### src/rtl/btn_pkg.sv
// Shared types and defaults for the push-button debouncer and the game-control FSM.
package btn_pkg;

  typedef enum logic [1:0] {
    IDLE      = 2'd0,
    PRESS_CHK = 2'd1,
    HELD      = 2'd2,
    REL_CHK   = 2'd3
  } btn_state_t;

  localparam int DEF_STABLE_SAMPLES = 4;

  function automatic int max2(input int a, input int b);
    return (a > b) ? a : b;
  endfunction

endpackage

### src/rtl/btn_debounce_if.sv
// Board-side button bus: divided-clock level and raw pads in, debounced level and strobes out.
interface btn_debounce_if #(
  parameter int N_BTN = 5
);
  logic             tick_clk;
  logic [N_BTN-1:0] btn_raw;
  logic [N_BTN-1:0] btn_level;
  logic [N_BTN-1:0] btn_press;
  logic [N_BTN-1:0] btn_release;

  modport master (
    output tick_clk, btn_raw,
    input  btn_level, btn_press, btn_release
  );

  modport slave (
    input  tick_clk, btn_raw,
    output btn_level, btn_press, btn_release
  );
endinterface

### src/rtl/btn_fsm.sv
// One button's debounce FSM with registered level/press/release outputs.
// Optional auto-repeat of the press strobe while held: DEBOUNCE_REPEAT_EN.
//   state     | meaning
//   IDLE      | released, level 0
//   PRESS_CHK | counting consecutive 1 samples
//   HELD      | pressed, level 1
//   REL_CHK   | counting consecutive 0 samples
module btn_fsm
  import btn_pkg::*;
#(
  parameter int STABLE_SAMPLES = DEF_STABLE_SAMPLES
`ifdef DEBOUNCE_REPEAT_EN
  ,
  parameter int REPEAT_DELAY = 250,
  parameter int REPEAT_RATE  = 50
`endif
) (
  input  logic clk,
  input  logic rst,
  input  logic i_sample_en,
  input  logic i_btn,
  output logic o_level,
  output logic o_press,
  output logic o_release
);

  localparam int            CW       = $clog2(STABLE_SAMPLES + 1);
  localparam logic [CW-1:0] C_STABLE = CW'(STABLE_SAMPLES);
  localparam logic [CW-1:0] C_ONE    = CW'(1);

  btn_state_t    r_state, w_state_nxt;
  logic [CW-1:0] r_cnt, w_cnt_nxt, w_cnt_inc;
  logic          r_level, w_level_nxt;
  logic          r_press, w_press_nxt;
  logic          r_release, w_release_nxt;

`ifdef DEBOUNCE_REPEAT_EN
  localparam int            RW          = $clog2(max2(REPEAT_DELAY, REPEAT_RATE) + 1);
  localparam logic [RW-1:0] C_REP_DELAY = RW'(REPEAT_DELAY);
  localparam logic [RW-1:0] C_REP_RATE  = RW'(REPEAT_RATE);
  localparam logic [RW-1:0] C_REP_ONE   = RW'(1);

  // Down-counter preloaded with the first-repeat delay; it idles at that value outside HELD/REL_CHK.
  logic [RW-1:0] r_rep_tmr, w_rep_nxt;
`endif

  assign w_cnt_inc = r_cnt + C_ONE;

  always_ff @(posedge clk or posedge rst) begin
    if (rst) begin
      r_state   <= IDLE;
      r_cnt     <= '0;
      r_level   <= 1'b0;
      r_press   <= 1'b0;
      r_release <= 1'b0;
`ifdef DEBOUNCE_REPEAT_EN
      r_rep_tmr <= C_REP_DELAY;
`endif
    end else begin
      r_state   <= w_state_nxt;
      r_cnt     <= w_cnt_nxt;
      r_level   <= w_level_nxt;
      r_press   <= w_press_nxt;
      r_release <= w_release_nxt;
`ifdef DEBOUNCE_REPEAT_EN
      r_rep_tmr <= w_rep_nxt;
`endif
    end
  end

  always_comb begin
    w_state_nxt   = r_state;
    w_cnt_nxt     = r_cnt;
    w_level_nxt   = r_level;
    w_press_nxt   = 1'b0;
    w_release_nxt = 1'b0;
`ifdef DEBOUNCE_REPEAT_EN
    w_rep_nxt     = r_rep_tmr;
`endif
    if (i_sample_en) begin
      case (r_state)
        IDLE: begin
          if (i_btn) begin
            if (STABLE_SAMPLES == 1) begin
              w_state_nxt = HELD;
              w_level_nxt = 1'b1;
              w_press_nxt = 1'b1;
            end else begin
              w_state_nxt = PRESS_CHK;
              w_cnt_nxt   = C_ONE;
            end
          end
        end
        PRESS_CHK: begin
          if (!i_btn) begin
            w_state_nxt = IDLE;
            w_cnt_nxt   = '0;
          end else if (w_cnt_inc == C_STABLE) begin
            w_state_nxt = HELD;
            w_cnt_nxt   = '0;
            w_level_nxt = 1'b1;
            w_press_nxt = 1'b1;
          end else begin
            w_cnt_nxt = w_cnt_inc;
          end
        end
        HELD: begin
          if (!i_btn) begin
            if (STABLE_SAMPLES == 1) begin
              w_state_nxt   = IDLE;
              w_level_nxt   = 1'b0;
              w_release_nxt = 1'b1;
            end else begin
              w_state_nxt = REL_CHK;
              w_cnt_nxt   = C_ONE;
            end
          end
`ifdef DEBOUNCE_REPEAT_EN
          else if (r_rep_tmr <= C_REP_ONE) begin
            w_press_nxt = 1'b1;
            w_rep_nxt   = C_REP_RATE;
          end else begin
            w_rep_nxt = r_rep_tmr - C_REP_ONE;
          end
`endif
        end
        REL_CHK: begin
          if (i_btn) begin
            w_state_nxt = HELD;
            w_cnt_nxt   = '0;
          end else if (w_cnt_inc == C_STABLE) begin
            w_state_nxt   = IDLE;
            w_cnt_nxt     = '0;
            w_level_nxt   = 1'b0;
            w_release_nxt = 1'b1;
          end else begin
            w_cnt_nxt = w_cnt_inc;
          end
        end
        default: begin
          w_state_nxt = IDLE;
          w_cnt_nxt   = '0;
        end
      endcase
`ifdef DEBOUNCE_REPEAT_EN
      if (w_state_nxt == IDLE) w_rep_nxt = C_REP_DELAY;
`endif
    end
  end

  assign o_level   = r_level;
  assign o_press   = r_press;
  assign o_release = r_release;

endmodule

### src/rtl/btn_debounce.sv
// Push-button debouncer: synchronizes the 500 Hz tick and raw pads, one btn_fsm per button.
// Auto-repeat of press strobes is compiled in with DEBOUNCE_REPEAT_EN.
module btn_debounce
  import btn_pkg::*;
#(
  parameter int N_BTN          = 5,
  parameter int STABLE_SAMPLES = DEF_STABLE_SAMPLES,
  parameter int REPEAT_DELAY   = 250,
  parameter int REPEAT_RATE    = 50
) (
  input logic           clk,
  input logic           rst,
  btn_debounce_if.slave bus
);

  if (STABLE_SAMPLES < 1 || REPEAT_DELAY < 1 || REPEAT_RATE < 1) begin : g_bad_cfg
    $error("btn_debounce: STABLE_SAMPLES, REPEAT_DELAY and REPEAT_RATE must be >= 1");
  end

  logic             r_tick_s1, r_tick_s2, r_tick_hist;
  logic [N_BTN-1:0] r_btn_s1, r_btn_s2;
  logic             w_sample_en;
  logic [N_BTN-1:0] w_level, w_press, w_release;

  // tick_clk is data from another domain; only its synchronized rising edge is used.
  always_ff @(posedge clk or posedge rst) begin
    if (rst) begin
      r_tick_s1   <= 1'b0;
      r_tick_s2   <= 1'b0;
      r_tick_hist <= 1'b0;
      r_btn_s1    <= '0;
      r_btn_s2    <= '0;
    end else begin
      r_tick_s1   <= bus.tick_clk;
      r_tick_s2   <= r_tick_s1;
      r_tick_hist <= r_tick_s2;
      r_btn_s1    <= bus.btn_raw;
      r_btn_s2    <= r_btn_s1;
    end
  end

  assign w_sample_en = r_tick_s2 & ~r_tick_hist;

  for (genvar gi = 0; gi < N_BTN; gi++) begin : g_btn
    btn_fsm #(
      .STABLE_SAMPLES(STABLE_SAMPLES)
`ifdef DEBOUNCE_REPEAT_EN
      ,
      .REPEAT_DELAY  (REPEAT_DELAY),
      .REPEAT_RATE   (REPEAT_RATE)
`endif
    ) u_fsm (
      .clk        (clk),
      .rst        (rst),
      .i_sample_en(w_sample_en),
      .i_btn      (r_btn_s2[gi]),
      .o_level    (w_level[gi]),
      .o_press    (w_press[gi]),
      .o_release  (w_release[gi])
    );
  end

  assign bus.btn_level   = w_level;
  assign bus.btn_press   = w_press;
  assign bus.btn_release = w_release;

endmodule

### src/flat_wrapper.sv
// flat-port wrapper written by rule: the top's interface ports become plain ports
module btn_debounce_flat import btn_pkg::*;
#(
  parameter int N_BTN          = 5,
  parameter int STABLE_SAMPLES = DEF_STABLE_SAMPLES,
  parameter int REPEAT_DELAY   = 250,
  parameter int REPEAT_RATE    = 50
)
  (clk, rst, bus_tick_clk, bus_btn_raw, bus_btn_level, bus_btn_press, bus_btn_release);
  btn_debounce_if #(.N_BTN(N_BTN)) bus_i ();
  input logic clk;
  input logic rst;
  input wire logic [$bits(bus_i.tick_clk)-1:0] bus_tick_clk;
  input wire logic [$bits(bus_i.btn_raw)-1:0] bus_btn_raw;
  output wire logic [$bits(bus_i.btn_level)-1:0] bus_btn_level;
  output wire logic [$bits(bus_i.btn_press)-1:0] bus_btn_press;
  output wire logic [$bits(bus_i.btn_release)-1:0] bus_btn_release;
  assign bus_i.tick_clk = bus_tick_clk;
  assign bus_i.btn_raw = bus_btn_raw;
  assign bus_btn_level = bus_i.btn_level;
  assign bus_btn_press = bus_i.btn_press;
  assign bus_btn_release = bus_i.btn_release;
  btn_debounce #(.N_BTN(N_BTN), .STABLE_SAMPLES(STABLE_SAMPLES), .REPEAT_DELAY(REPEAT_DELAY), .REPEAT_RATE(REPEAT_RATE)) u_core (.clk(clk), .rst(rst), .bus(bus_i));
endmodule
### config.mk
export PLATFORM = sky130hd
export DESIGN_NAME = btn_debounce_flat
export DESIGN_NICKNAME = d
export VERILOG_FILES = /design/src/rtl/btn_pkg.sv /design/src/rtl/btn_debounce_if.sv /design/src/rtl/btn_fsm.sv /design/src/rtl/btn_debounce.sv /design/src/flat_wrapper.sv
export SDC_FILE = /design/constraint.sdc
export NUM_CORES = 1
export LEC_CHECK = 0
export CAP_MARGIN = 20
export CORE_MARGIN = 8
export CORE_UTILIZATION = 40
export DETAILED_ROUTE_END_ITERATION = 10
export SKIP_LAST_GASP = 1
export SLEW_MARGIN = 30
export SYNTH_ARGS = -nofsm -noshare
export SYNTH_HDL_FRONTEND = slang
export SYNTH_SLANG_ARGS = --single-unit
export TNS_END_PERCENT = 1
### constraint.sdc
create_clock -name clk -period 1.4 [get_ports clk]
set_input_delay 0.14 -clock clk [delete_from_list [all_inputs] [get_ports clk]]
set_output_delay 0.14 -clock clk [all_outputs]
set_load 0.01 [all_outputs]
# ---- After elaboration in Yosys (flattened, before gate mapping)
# Cells that the tools add are included.
# W data, S select, Z words.
dict set report op_classes {
  n_addsub 5
  eq_ne 60
  mux 125
  bitwise 2
  reduce_logical 25
}
# operator n
set ops {}
lappend ops {{$mux W3} 25}
lappend ops {{$mux W2} 30}
lappend ops {{$pmux W3 S4} 5}
lappend ops {{$mux W1} 55}
lappend ops {{$ne A2 B2 Y1 const B} 20}
lappend ops {{$pmux W2 S4} 5}
lappend ops {{$reduce_and A6 Y1} 5}
lappend ops {{$reduce_and A5 Y1} 5}
lappend ops {{$eq A2 B2 Y1 const B} 10}
lappend ops {{$ne A2 B1 Y1 const B} 10}
lappend ops {{$add A3 B1 Y3 const B} 5}
lappend ops {{$eq A3 B3 Y1 const B} 5}
lappend ops {{$ne A3 B2 Y1 const B} 5}
lappend ops {{$ne A3 B3 Y1 const B} 5}
lappend ops {{$reduce_and A3 Y1} 5}
lappend ops {{$eq A2 B1 Y1 const B} 5}
lappend ops {{$logic_not A2 Y1} 5}
lappend ops {{$pmux W1 S2} 5}
lappend ops {{$reduce_bool A2 Y1} 5}
lappend ops {{$and A1 B1 Y1} 1}
lappend ops {{$not A1 Y1} 1}
dict set report word_totals {
  register_bits 53
  input_bits 8
  wordCells 247
}

# ---- Depth between registers and ports, before layout
# Gate-level depths: netlist (run 1).
dict set report logic_depth {
  ltp_word 6
  depth_mapped 5
  depth_no_buf 5
}

# ---- Hierarchy
# Synthesis (run 1) repeated with hierarchy kept, for this count alone.
dict set report hier_totals {
  hier_cells 185
  area_unflattened_um2 2307.2
}
# mod instances cells_per_inst area_each_um2
set by_module_without_submodules {}
lappend by_module_without_submodules {btn_fsm 5 34 392.9}
lappend by_module_without_submodules {btn_debounce 1 15 342.8}

# ---- Worst setup path before layout (run 1)
# Ideal clock, no wire load.
dict set report synth_timing {
  path_type {flip-flop to flip-flop}
  startpoint {reg u_core.g_btn[3].u_fsm.r_cnt[0]}
  endpoint {reg with a tool-made name}
  setup_ns 0.125
  t_arrival_ns 1.273
  t_required_ns 1.275
  setup_slack_ns 0.003
  path_stages_with_launch 5
  path_buffers 0
  synth_period_minus_slack_ns 1.397
  cell_sequence {dfrtp_1 > ha_1 > ha_1 > nand4b_1 > mux2_2}
}
# item line
set synth_lines {}
lappend synth_lines {{start, declared} btn_fsm.sv:32} ;# logic [CW-1:0] r_cnt, w_cnt_nxt, w_cnt_inc;
lappend synth_lines {{start signal, assigned} btn_fsm.sv:61} ;# r_cnt <= w_cnt_nxt;

# ---- Worst setup path in the final report (run 1)
dict set report layout_timing {
  startpoint {reg u_core.g_btn[3].u_fsm.r_cnt[0]}
  endpoint {reg u_core.g_btn[3].u_fsm.r_level}
}
dict set report layout_between {
  elab_chain_len 4
  elab_cells_between_ends 5
  cone_classes {add/sub: 1; eq/ne: 3; reduce/logical: 1}
}
# item line
set layout_lines {}
lappend layout_lines {{$add A3 B1 Y3 *} btn_fsm.sv:47} ;# assign w_cnt_inc = r_cnt + C_ONE;
lappend layout_lines {{$eq A3 B3 Y1 *} {btn_fsm.sv:98, btn_fsm.sv:131}}
lappend layout_lines {{$ne A2 B2 Y1 (no line)} -}
lappend layout_lines {{$reduce_and A6 Y1 (no line) *} -}
lappend layout_lines {{end signal, assigned} btn_fsm.sv:62} ;# r_level <= w_level_nxt;
lappend layout_lines {{end, declared} btn_fsm.sv:33} ;# logic r_level, w_level_nxt;
# Mark *: on every way between the ends. The rest lies on a longest branch, timed or not.
# A chain may end at the register's enable or synchronous reset.

==> key figures, run 1 <==
Run status
  • Status: finished clean

STA
  • Tmin final: 1.38 ns
  • RSZ-0062 raised after global routing: true
  • Fmax: 0.723 GHz
  • Clock skew: 0.00769 ns
  • Slew headroom: 75.2%
  • Hold Fails Final Rpt: 0
  • Final WS setup: 0.0168 ns
  • Final setup fails: 0
  • Actual slew at the worst max-slew pin: 0.373 ns
  • Crit share post-route: 98.8%
  • Pins Over Slew Limit: 0

Placement
  • Placed insts: 286
  • Placer Congestion: 0.744
  • Number of port buffers: 22
  • Post-detail-place hpwl: 2.65 mm
  • Placement Setup Slack: 0.0113 ns
  • Post-DP Area: 2710 um2

Clock tree
  • CTS tree: yes
  • Sink Count: 53
  • Worst-path clk slew: 0.09 ns
  • CTS Buf Count: 5
  • CTS root buffer: clkbuf_8
  • Clock Tree Buf Depth: 2
  • Hold buffer count at cts: 0
  • CTS H-tree lvls: 2
  • Clk_lat worst skew: 0.30 ns

Worst setup path
  • CP delay by family, top: simple AND/OR/NAND/NOR gates
  • Bufs and invs on worst path: 1
  • Crit path max fanout: 3
  • Critical path class: flip-flop to flip-flop
  • Crit-path slowest cell: dfrtp_1
  • Worst EP required: 1.64 ns
  • Endpoint type of the worst setup path: flip-flop
  • CP peak stage delay: 0.38 ns
  • Reg2reg start: u_core.g_btn[3].u_fsm.r_cnt[0]
  • Setup crit start kind: flip-flop
  • Flop-to-flop setup slack: 0.02 ns
  • End of the worst register-to-register path: u_core.g_btn[3].u_fsm.o_level
  • WP data arrival: 1.62 ns
  • Critical-path cell list: ha_2, ha_2, nand4b_1, buf_4, nor3b_4, nand3b_1
  • Worst Reg2Reg Path Length in Cells: 6
  • Most used cell, CP: ha_2

Global routing
  • Initial antenna violation count: 0
  • Global-route wire length before repair: 6.74 mm
  • Remaining Overflow, GRT: 0
  • Largest net degree at the start of global routing: 54
  • GR Util All Layers: 9.56%
  • Vias in the first global route: 1481

Synth
  • Flip-flop and latch count after synthesis: 53
  • Most common flop cell mapped by yosys: dfrtp_1
  • Cells after synthesis: 193
  • Sequential fraction of the synthesis area: 55.3%
  • Yosys warnings: 0
  • Post-synth ARST share: 100%
  • Commonest cells post-synth: 53 x dfrtp_1, 16 x buf_4, 14 x ha_1, 12 x inv_1, 10 x a21oi_1
  • Avg Cell Area, Syn: 12.4 um2
  • Post-synth top area share: 55.3%
  • Mapped cell area: 2400 um2
  • Post-synth EDFFs: 0
  • Area contributors post-synth: dfrtp_1 55%, ha_1 7.3%, buf_4 5.0%, a32o_1 3.8%, xor2_2 2.7%
  • Count leader, synth: dfrtp_1
  • Post-synth net total: 215
  • Netlist cell types: 37
  • Yosys top cell by area: dfrtp_1

Drt
  • Total Wirelength: 3.87 mm
  • DR WL/cell: 13.1 um
  • Top routing layer used: met4
  • Detailed-route via count: 1492
  • Metal-1 WL: 1.74 mm
  • Via-to-Cell Ratio: 5.04
  • Wire length on met2: 1.94 mm
  • Antenna violation net count after detailed routing: 0
  • DRT iter0 DRCs: 40
  • Drt first pass iters: 4
  • DRC: 0
  • Met3 wire len: 157 um

Finish
  • Fraction of layout cells with a size suffix above 1: 22.6%
  • # fillers: 528
  • Finished Cell Area: 2850 um2
  • Antenna diodes: 0
  • Final net count: 242
  • Cell Count, Final, Fillers Out: 296
  • Area added between synthesis and finish: 18.8%

Floorplan
  • Initial core utilization: 41.0%
  • Die Area: 8730 um2
  • Core ar.: 5850 um2
  • IO Pins: 23
  • # rows: 28
  • Die H: 93.4 um
  • Die X: 93.4 um

Power
  • Pwr dens: 1330 nW/um2
  • VDD IR max: 0.000617 V
  • Power Total: 3.79 mW
  • P_leak: 1.26 nW

Job
  • Number of max-cap violations: 0

Hold path
  • Worst min path class: primary input to asynchronous set/reset pin
==> logic make-up (layout without fill, tap and decap cells) <==
kind of cell / count (synthesis) / in the layout / synth area share [%]
flops: 53 / 53 / 55.3
compound gates: 45 / 45 / 13.7
simple gates: 39 / 39 / 10.7
buf+inv: 33 / 61 / 8.19
fa+ha+maj: 14 / 14 / 7.30
xor+xnor: 6 / 6 / 3.44
mux: 3 / 3 / 1.36
==> worst register-to-register path: stages (launching register included) <==
cell and delay [ns]:
dfrtp_1 0.38, ha_2 0.19, ha_2 0.17, nand4b_1 0.12
buf_4 0.18, nor3b_4 0.16, nand3b_1 0.12
==> where the power goes <==
| group | internal, mW | leakage [nW] | total [mW] | switching, mW |
|---|---|---|---|---|
| Sequential | 1.76 | 0.665 | 2.02 | 0.261 |
| Combinational | 0.447 | 0.542 | 0.840 | 0.394 |
| Clock | 0.448 | 0.0542 | 0.931 | 0.483 |
==> flip-flops by register name, summed over array words and instances, names as in the netlist, named ones only <==
signal                        flops
u_core.g_btn.u_fsm.r_state        5
u_core.g_btn.u_fsm.o_level        5
u_core.g_btn.u_fsm.r_cnt         15
u_core.g_btn.u_fsm.o_release      5
u_core.r_tick_hist                1
u_core.g_btn.u_fsm.o_press        5
u_core.r_btn_s2                   5
u_core.r_tick_s2                  1
u_core.r_btn_s1                   5
u_core.r_tick_s1                  1
==> per-layer routing <==
metal,GRT usage [%],up-vias
met3,2.48,2
li1,-,717
met4,4.43,0
met5,0,-
met2,16.0,24
met1,11.2,749
==> layout make-up <==
class	instances	area [um2]	area share [%]
sequential	53	1330	46.5
multi-input combinational	107	905	31.7
timing repair buffer	41	375	13.2
clock buffer	7	96.3	3.38
tap	75	93.8	3.29
inverter	12	48.8	1.71
clock inverter	1	5.00	0.176
==> repair_timing <==
item / 4_1_cts / 5_1_grt
buffers inserted: 0 / 2
endpoints found under the hold margin: 0 / 0
endpoints found under the setup margin: 0 / 14
resized for setup: 0 / 11
==> worst max-delay path by stage <==
stage / startpoint / endpoint / slack, ns / depth (start not counted)
final: u_core.g_btn[3].u_fsm.r_cnt[0] / u_core.g_btn[3].u_fsm.o_level / 0.02 / 6
after global routing: u_core.g_btn[3].u_fsm.r_cnt[0] / u_core.g_btn[3].u_fsm.o_level / -0.03 / 6
after CTS: u_core.g_btn[2].u_fsm.o_level / bus_btn_level[2] / 0.0004 / 1
after detailed placement: u_core.g_btn[3].u_fsm.r_cnt[0] / u_core.g_btn[3].u_fsm.o_level / 0.01 / 6
after global placement: u_core.g_btn[3].u_fsm.r_cnt[0] / flip-flop / 0.04 / 4
after floorplan: u_core.g_btn[3].u_fsm.r_cnt[0] / flip-flop / 0.003 / 4
==> stage by stage <==
step | setup TNS (ns) | utilization (%) | hold WS, ns
finish | 0 | 48.7 | 0.249
global route | -0.234 | 48.7 | 0.247
CTS | 0 | 48.0 | 0.254
detailed placement | 0 | 46.2 | 0.335
global placement | 0 | 46.2 | 0.332
floorplan | 0 | - | 0.171
==> layout by cell type (no fill, tap or decap), types with 6 or more instances in the layout <==
cell             instances
nand2_1                  7
clkbuf_8                 7
o21ai_1                  6
buf_4                   18
ha_1                     8
ha_2                     6
dfrtp_1                 53
a21oi_1                 10
clkdlybuf4s50_1         22
inv_1                   11
a32o_1                   9
Note: power is estimated with default switching activity, not from simulation.
==> run 2: changes to the inputs <==
- CORE_UTILIZATION: 40 -> 51
- GPL_TIMING_DRIVEN: not set -> 0
- HOLD_SLACK_MARGIN: not set -> 0.1
- PLACE_DENSITY: not set -> 0.75
==> run 2 against run 1 <==
Cell area increased by 2.9%. Critical path type unchanged. Worst hold slack better by 0.011 ns. Cell count down 2.7%. Global-route usage is 2.0 points higher. The flow now finishes with violations (negative setup slack). Die area is 18% lower. Highest routed layer unchanged.
==> key figures, run 2 (synthesis gave the netlist of run 1 again) <==
Run status
  • Status: finished with violations
  • Violated checks: negative setup slack

Finish
  • Number of flip-flops under the largest register name: 15
  • # fillers: 359
  • Final net count: 255
  • Area added between synthesis and finish: 22.2%
  • Finished Cell Area: 2930 um2
  • Cell Count, Final, Fillers Out: 288
  • Most common cell after layout, fill and taps aside: dfrtp_1
  • Biggest register: u_core.g_btn.u_fsm.r_cnt
  • Fraction of layout cells with a size suffix above 1: 26.1%
  • Antenna diodes: 0
  • Most frequent cells in the layout: 53 x dfrtp_1, 26 x buf_4, 21 x clkdlybuf4s50_1
  • Final Core Density: 63.3%

Clock tree
  • Clock Tree Buf Depth: 2
  • Worst-path clk slew: 0.09 ns
  • Clk_lat worst skew: 0.30 ns
  • CTS tree: yes
  • CTS H-tree lvls: 2
  • Hold buffer count at cts: 0
  • Sink Count: 53
  • CTS Buf Count: 5
  • CTS root buffer: clkbuf_8

Job
  • Number of max-cap violations: 0

Worst setup path
  • Critical path class: flip-flop to flip-flop
  • WP data arrival: 1.64 ns
  • Worst EP required: 1.59 ns
  • Flop-to-flop setup slack: -0.05 ns
  • Endpoint type of the worst setup path: flip-flop
  • Worst Reg2Reg Path Length in Cells: 5
  • Setup crit start kind: flip-flop
  • Reg2reg start: u_core.g_btn[3].u_fsm.r_cnt[0]
  • Crit path max fanout: 3

Placement
  • Number of port buffers: 22
  • Placement Setup Slack: -0.0963 ns
  • Placed insts: 270
  • Post-detail-place hpwl: 2.75 mm
  • Placer Congestion: 0.732
  • Post-DP Area: 2710 um2

STA
  • Crit share post-route: 104%
  • Fmax: 0.689 GHz
  • Slew headroom: 58.8%
  • Clock skew: 0.00430 ns
  • Hold Fails Final Rpt: 0
  • Final setup fails: 10
  • Pins Over Slew Limit: 0
  • Final WS setup: -0.0509 ns
  • Actual slew at the worst max-slew pin: 0.616 ns
  • Hold WS: 0.260 ns
  • RSZ-0062 raised after global routing: true
  • Tmin final: 1.45 ns

Drt
  • Detailed-route via count: 1484
  • Total Wirelength: 4.00 mm
  • DRT iter0 DRCs: 79
  • Drt first pass iters: 4
  • Via-to-Cell Ratio: 5.15
  • DR WL/cell: 13.9 um
  • DRC: 0
  • Antenna violation net count after detailed routing: 0

Global routing
  • Initial antenna violation count: 0
  • Largest net degree at the start of global routing: 29
  • GR Util All Layers: 11.6%
  • Global-route wire length before repair: 6.83 mm
  • Remaining Overflow, GRT: 0
  • Vias in the first global route: 1511

Power
  • VDD IR max: 0.000708 V
  • P_leak: 1.33 nW
  • Pwr dens: 1310 nW/um2

Hold path
  • Worst min path class: primary input to asynchronous set/reset pin

Floorplan
  • Die H: 84.6 um
  • Initial core utilization: 51.8%
  • Die Area: 7150 um2
  • Die X: 84.6 um
  • Core ar.: 4630 um2
  • # rows: 25
  • IO Pins: 23
## run 2: cell types whose count changed in the layout (fill, tap and decap cells not counted), sizes merged
cell           delta
buf              +12
clkdlybuf4s50     -1
dlygate4sd2       +1
clkbuf            +1
## run 2: through the flow
| stage | total power, mW | TNS [ns] |
|---|---|---|
| after floorplan | 2.59 | 0 |
| after global placement | 2.77 | -2.07 |
| after detailed placement | 2.83 | -0.207 |
| after CTS | 3.75 | -0.421 |
| after global routing | 4.05 | -1.20 |
| final | 3.83 | -0.203 |
## run 2: worst max-delay path by stage
| stage | start | to | slack, ns | cells after the start |
|---|---|---|---|---|
| floorplan | u_core.g_btn[3].u_fsm.r_cnt[0] | flip-flop | 0.003 | 4 |
| global placement | u_core.g_btn[3].u_fsm.r_cnt[0] | flip-flop | -0.08 | 4 |
| finish | u_core.g_btn[3].u_fsm.r_cnt[0] | flip-flop | -0.05 | 5 |
| global route | u_core.g_btn[3].u_fsm.r_cnt[0] | u_core.g_btn[3].u_fsm.o_level | -0.11 | 6 |
| CTS | u_core.g_btn[1].u_fsm.o_level | bus_btn_level[1] | -0.06 | 2 |
| detailed placement | u_core.g_btn[3].u_fsm.r_cnt[0] | flip-flop | -0.1 | 4 |
## run 2: critical path, cell delays in order, from the launching register on
cell and delay [ns]:
dfrtp_1 0.43, ha_4 0.19, ha_4 0.15, nand4b_1 0.13, buf_4 0.13, mux2_2 0.32
## run 2: area by class of cell
type,count,area (um2),share of cell area [%]
clock buffer,7,96.3,3.29
timing repair buffer,33,314,10.7
multi-input combinational,107,922,31.5
buffer,21,151,5.16
tap,54,67.6,2.30
inverter,12,48.8,1.66
clock inverter,1,5.00,0.171
sequential,53,1330,45.2
## run 2: per-layer routing
layer	wire length, um	vias to the layer above	global-route usage, %
met4	57	0	5.34
met1	1830	718	13.9
met2	2000	20	19.6
li1	-	742	-
met3	119	4	2.15
met5	0	-	0
## run 2: where the power goes
| group | internal [mW] | switching, mW | total [mW] |
|---|---|---|---|
| sequential | 1.76 | 0.235 | 2.00 |
| combinational | 0.467 | 0.450 | 0.918 |
| clock | 0.448 | 0.472 | 0.919 |
| total | 2.68 | 1.16 | 3.83 |
## run 2: timing repair
| item | in CTS | in global routing |
|---|---|---|
| gates cloned | 0 | 0 |
| setup buffers | 2 | 8 |
| setup endpoints to repair | 15 | 27 |
| gates resized for setup | 2 | 7 |
| pin swaps | 0 | 4 |
==> run 3: changes to the inputs <==
- CORE_UTILIZATION: 51 -> 56
- PLACE_DENSITY: 0.75 -> 0.78
- clock period: 1.4 -> 1.37 ns (I/O delays scaled with it)
==> run 3 against run 2 <==
The run still ends with negative setup slack left. Worst hold slack better by 0.0023 ns. Routed wire length fell by 0.55%. Cell area shrank 2.0%. Critical path type unchanged. Non-clock buffer count shrank 3. Via count increased by 2.4%. Flip-flop and latch count did not move.
==> key figures, run 3 (synthesis gave the netlist of run 1 again) <==
Worst setup path
  • Crit-path slowest cell: dfrtp_1
  • Endpoint type of the worst setup path: flip-flop
  • Bufs and invs on worst path: 0
  • Critical-path cell list: ha_1, ha_1, nand4b_1, mux2_2
  • Reg2reg start: u_core.g_btn[1].u_fsm.r_cnt[0]
  • Flop-to-flop setup slack: -0.07 ns
  • CP delay by family, top: adder cells
  • Most used cell, CP: ha_1
  • Crit path max fanout: 3
  • Worst Reg2Reg Path Length in Cells: 4
  • CP peak stage delay: 0.40 ns
  • Worst EP required: 1.56 ns
  • Critical path class: flip-flop to flip-flop
  • WP data arrival: 1.63 ns
  • Setup crit start kind: flip-flop

STA
  • Pins Over Slew Limit: 0
  • Final setup fails: 18
  • Hold Fails Final Rpt: 0
  • Actual slew at the worst max-slew pin: 0.622 ns
  • Fmax: 0.692 GHz
  • RSZ-0062 raised after global routing: true
  • Final WS setup: -0.0740 ns
  • Crit share post-route: 105%
  • Slew headroom: 58.4%
  • Clock skew: 0.00615 ns
  • Tmin final: 1.44 ns
  • Setup tns final: -0.475 ns

Placement
  • Post-detail-place hpwl: 2.71 mm
  • Number of port buffers: 22
  • Placer Congestion: 0.728
  • Placed insts: 268
  • Placement Setup Slack: -0.122 ns

Drt
  • Via-to-Cell Ratio: 5.39
  • DR WL/cell: 14.1 um
  • Detailed-route via count: 1520
  • DRT iter0 DRCs: 80
  • Total Wirelength: 3.98 mm
  • DRC: 0
  • Antenna violation net count after detailed routing: 0
  • Drt first pass iters: 4

Finish
  • Final net count: 252
  • Biggest register: u_core.g_btn.u_fsm.r_cnt
  • Fraction of layout cells with a size suffix above 1: 23.5%
  • Cell Count, Final, Fillers Out: 282
  • Area added between synthesis and finish: 19.8%
  • Number of flip-flops under the largest register name: 15
  • Most common cell after layout, fill and taps aside: dfrtp_1
  • Most frequent cells in the layout: 53 x dfrtp_1, 23 x buf_4, 20 x clkdlybuf4s50_1
  • Antenna diodes: 0

Clock tree
  • CTS tree: yes
  • Worst-path clk slew: 0.09 ns
  • CTS root buffer: clkbuf_8
  • Clk_lat worst skew: 0.30 ns
  • Clock Tree Buf Depth: 2
  • CTS H-tree lvls: 2
  • CTS Buf Count: 5
  • Hold buffer count at cts: 0
  • Sink Count: 53

Global routing
  • Global-route wire length before repair: 6.87 mm
  • Initial antenna violation count: 0
  • Largest net degree at the start of global routing: 29
  • Vias in the first global route: 1584
  • Remaining Overflow, GRT: 0
  • GR Util All Layers: 13.1%

Job
  • Number of max-cap violations: 0

Power
  • Pwr dens: 1330 nW/um2
  • VDD IR max: 0.00104 V
  • P_leak: 1.31 nW

Floorplan
  • Core ar.: 4230 um2
  • Die H: 81.4 um
  • IO Pins: 23
  • Die Area: 6630 um2
  • Die X: 81.4 um
  • Initial core utilization: 56.6%
  • # rows: 24

Run status
  • Violated checks: negative setup slack
  • Status: finished with violations

Hold path
  • Worst min path class: primary input to asynchronous set/reset pin
run 3: changes by cell type in the layout (fill, tap and decap cells not counted):
| cell | previous run | this run |
|---|---|---|
| buf_4 | 26 | 23 |
| clkbuf_1 | 0 | 1 |
| clkbuf_8 | 7 | 6 |
| clkdlybuf4s50_1 | 21 | 20 |
| clkinv_2 | 1 | 0 |
| dlymetal6s2s_1 | 0 | 1 |
| ha_1 | 11 | 12 |
| ha_4 | 2 | 1 |
| mux2_2 | 2 | 1 |
| mux2_4 | 0 | 1 |
| nor3b_1 | 3 | 4 |
| nor3b_4 | 1 | 0 |
run 3: worst register-to-register path, delay by kind of cell, from the launching register on:
kind                     cells  cell delay, ns
AND/OR/NAND/NOR              1            0.16
adder cells (fa/ha/maj)      2            0.43
multiplexers                 1            0.35
flip-flops                   1            0.40
run 3: cell type report:
cell class | instances | area (um2)
Timing Repair Buffer | 30 | 294
Tap cell | 52 | 65.1
Fill cell | 309 | 1360
Sequential cell | 53 | 1330
Multi-Input combinational cell | 107 | 902
Buffer | 21 | 151
Inverter | 12 | 48.8
Clock buffer | 7 | 86.3
run 3: timing repair:
action,4_1_cts,5_1_grt
setup endpoints to repair,23,33
pin swaps,0,1
buffers inserted,7,0
gates cloned,0,0
gates resized for setup,4,3
run 3: stage by stage:
step	total power, mW	hold slack (ns)	area [um2]	utilization (%)
6_report	3.82	0.262	2870	67.9
5_1_grt	4.05	0.258	2870	67.9
4_1_cts	3.85	0.258	2860	67.5
3_5_place_dp	2.89	0.336	2710	63.9
3_3_place_gp	2.83	0.332	2690	63.5
2_1_floorplan	2.65	0.168	2400	-
run 3: power by group:
part	switching [mW]	leakage, nW	internal (mW)
combinational	0.469	0.598	0.467
sequential	0.219	0.665	1.80
clock	0.467	0.0443	0.402
run 3: worst max-delay path by stage:
stage                                   start                to  slack (ns)  cells past startpoint
6_report       u_core.g_btn[1].u_fsm.r_cnt[0]         flip-flop       -0.07                      4
5_1_grt        u_core.g_btn[1].u_fsm.r_cnt[0]         flip-flop       -0.12                      4
3_3_place_gp   u_core.g_btn[3].u_fsm.r_cnt[0]         flip-flop       -0.10                      4
3_5_place_dp   u_core.g_btn[3].u_fsm.r_cnt[0]         flip-flop       -0.12                      4
4_1_cts         u_core.g_btn[4].u_fsm.o_level  bus_btn_level[4]       -0.08                      2
2_1_floorplan  u_core.g_btn[3].u_fsm.r_cnt[0]         flip-flop       -0.03                      4
run 3: layer usage:
metal	vias up	global-route usage (%)	routed length, um
met4	0	3.21	16
met1	761	14.7	1710
met3	2	3.28	138
met5	-	0	0
li1	736	-	-
met2	21	24.1	2120
==> variant (flow settings as in run 3) <==
Encoding of `btn_state_t`: now Gray code (2 bits for 4 states).
--- a/src/rtl/btn_pkg.sv
+++ b/src/rtl/btn_pkg.sv
@@ -4,6 +4,6 @@
   typedef enum logic [1:0] {
-    IDLE      = 2'd0,
-    PRESS_CHK = 2'd1,
-    HELD      = 2'd2,
-    REL_CHK   = 2'd3
+    IDLE      = 2'b00,
+    PRESS_CHK = 2'b01,
+    HELD      = 2'b11,
+    REL_CHK   = 2'b10
   } btn_state_t;
Behaviour: same outputs for any inputs over 10 cycles, from zero or initial values and one cycle with rst high; not proved beyond that.
==> variant against run 3 <==
- the run still ends with negative setup slack left
- die area grew 20%
- routed wire length grew 40%
- area after synthesis up 26%
- design area grew 35%
- via count is 37% higher
- sequential cell count stayed put
- synthesized cell count grew 39%
- total power rose by 64%
- worst setup slack worse by 0.097 ns
- first-iteration DRC count fell by 39%
- critical path type unchanged
- largest cell class is now multi-input gates
- largest power group is now combinational logic
- highest routed layer unchanged
==> variant: results (changes against run 3) <==
worst slew pin tran=0.330 ns (-0.292 ns); met1 Track Usage GR=0.163 (+0.0159); run status=complete, but fails checks; crit-path max FO=4 (+1); worst-case clock skew=0.0102 ns (+0.00401 ns); Leakage=1.70 nW (+30%); post-detail-place hpwl=3750 um (+38%); Slowest cell on crit path=dfrtp_2; Via density=5.32 (-1.2%); HP Class=in -> reg; GR Util All Layers=0.140 (+0.00929); WP data arrival=1.72 ns (+0.09 ns); largest net degree at the start of global routing=49 (+69%); Final Wtd Congestion=0.779 (+7.0%); global-route wire length before repair=8790 um (+28%); DRT iter0 DRCs=49 (-39%); failing checks=negative setup slack; top post-synthesis cells by area=dfrtp_1 44%, ha_1 15%, buf_4 3.7%; Storage cell area=1330 sq um (+0.47%); Post-Syn Nets=311 (+45%); Routed met2 length=2800 um (+32%); peak supply drop=1.13 mV (+9.0%); wl on met1=2490 um (+46%); Inst Count DP=361 (+35%); PnR worst setup slack=-0.171 ns (-0.0969 ns); setup violators final=40 (+22); WL/cell=14.2 um (+0.39%); layout cell share with drive strength beyond 1=0.407 (+0.172); Post-DP Area=3360 sq um (+24%); Synth top cells by count=53 x dfrtp_1, 35 x ha_1, 25 x nand2_1; Seq/Total Area, Yosys=0.440 (-0.113); Syn Area/Cell=11.3 sq um (-9.4%); total power=6.28 mW (+64%); M3 GR Usage=0.0257 (-0.00709)
-- variant: area by class of cell --
cell class	instances	area share
plain buffers	21	0.0450
flip-flops and latches	53	0.345
repair buffers	46	0.110
clock buffers	6	0.0214
multi-input cells	175	0.427
clock inverters	2	0.00971
inverters	19	0.0191
well taps	70	0.0227
-- variant: path summary, 6_finish.rpt --
path	slack, ns	end	cells after the start	from
max	-0.17	u_core.g_btn[3].u_fsm.r_cnt[2]	6	u_core.g_btn[3].u_fsm.r_state[1]
min	0.26	u_core.r_btn_s1[1]	1	bus_btn_raw[1]
max reg2reg	-0.17	u_core.g_btn[3].u_fsm.r_cnt[2]	6	u_core.g_btn[3].u_fsm.r_state[1]
min reg2reg	0.35	u_core.r_tick_s2	0	u_core.r_tick_s1
max in group asynchronous	0.32	u_core.g_btn[0].u_fsm.r_state[1]	4	rst
min in group asynchronous	0.62	u_core.g_btn[4].u_fsm.r_cnt[1]	3	rst
-- variant: what timing repair did --
item | in CTS | in global routing
hold buffers | 1 | 0
setup buffers | 14 | 8
pin swaps | 12 | 16
resized for setup | 15 | 45
hold endpoints to repair | 5 | 0
endpoints found under the setup margin | 41 | 50
cloned | 0 | 0
-- variant: cell families (layout without fill, tap and decap cells) --
| group | after synthesis | after routing | synth area share |
|---|---|---|---|
| AND/OR/NAND/NOR | 67 | 67 | 0.119 |
| flip-flops | 53 | 53 | 0.440 |
| multiplexers | 19 | 19 | 0.0792 |
| buffers and inverters | 40 | 94 | 0.0813 |
| AO/OA/AOI/OAI | 52 | 52 | 0.130 |
| XOR/XNOR | 2 | 2 | 0.00581 |
| adder cells (fa/ha/maj) | 35 | 35 | 0.145 |
-- variant: power breakdown --
part           total, mW  internal [mW]  switching [mW]
Clock               1.10          0.594           0.501
Combinational       3.00           1.44            1.56
Sequential          2.19           1.87           0.311
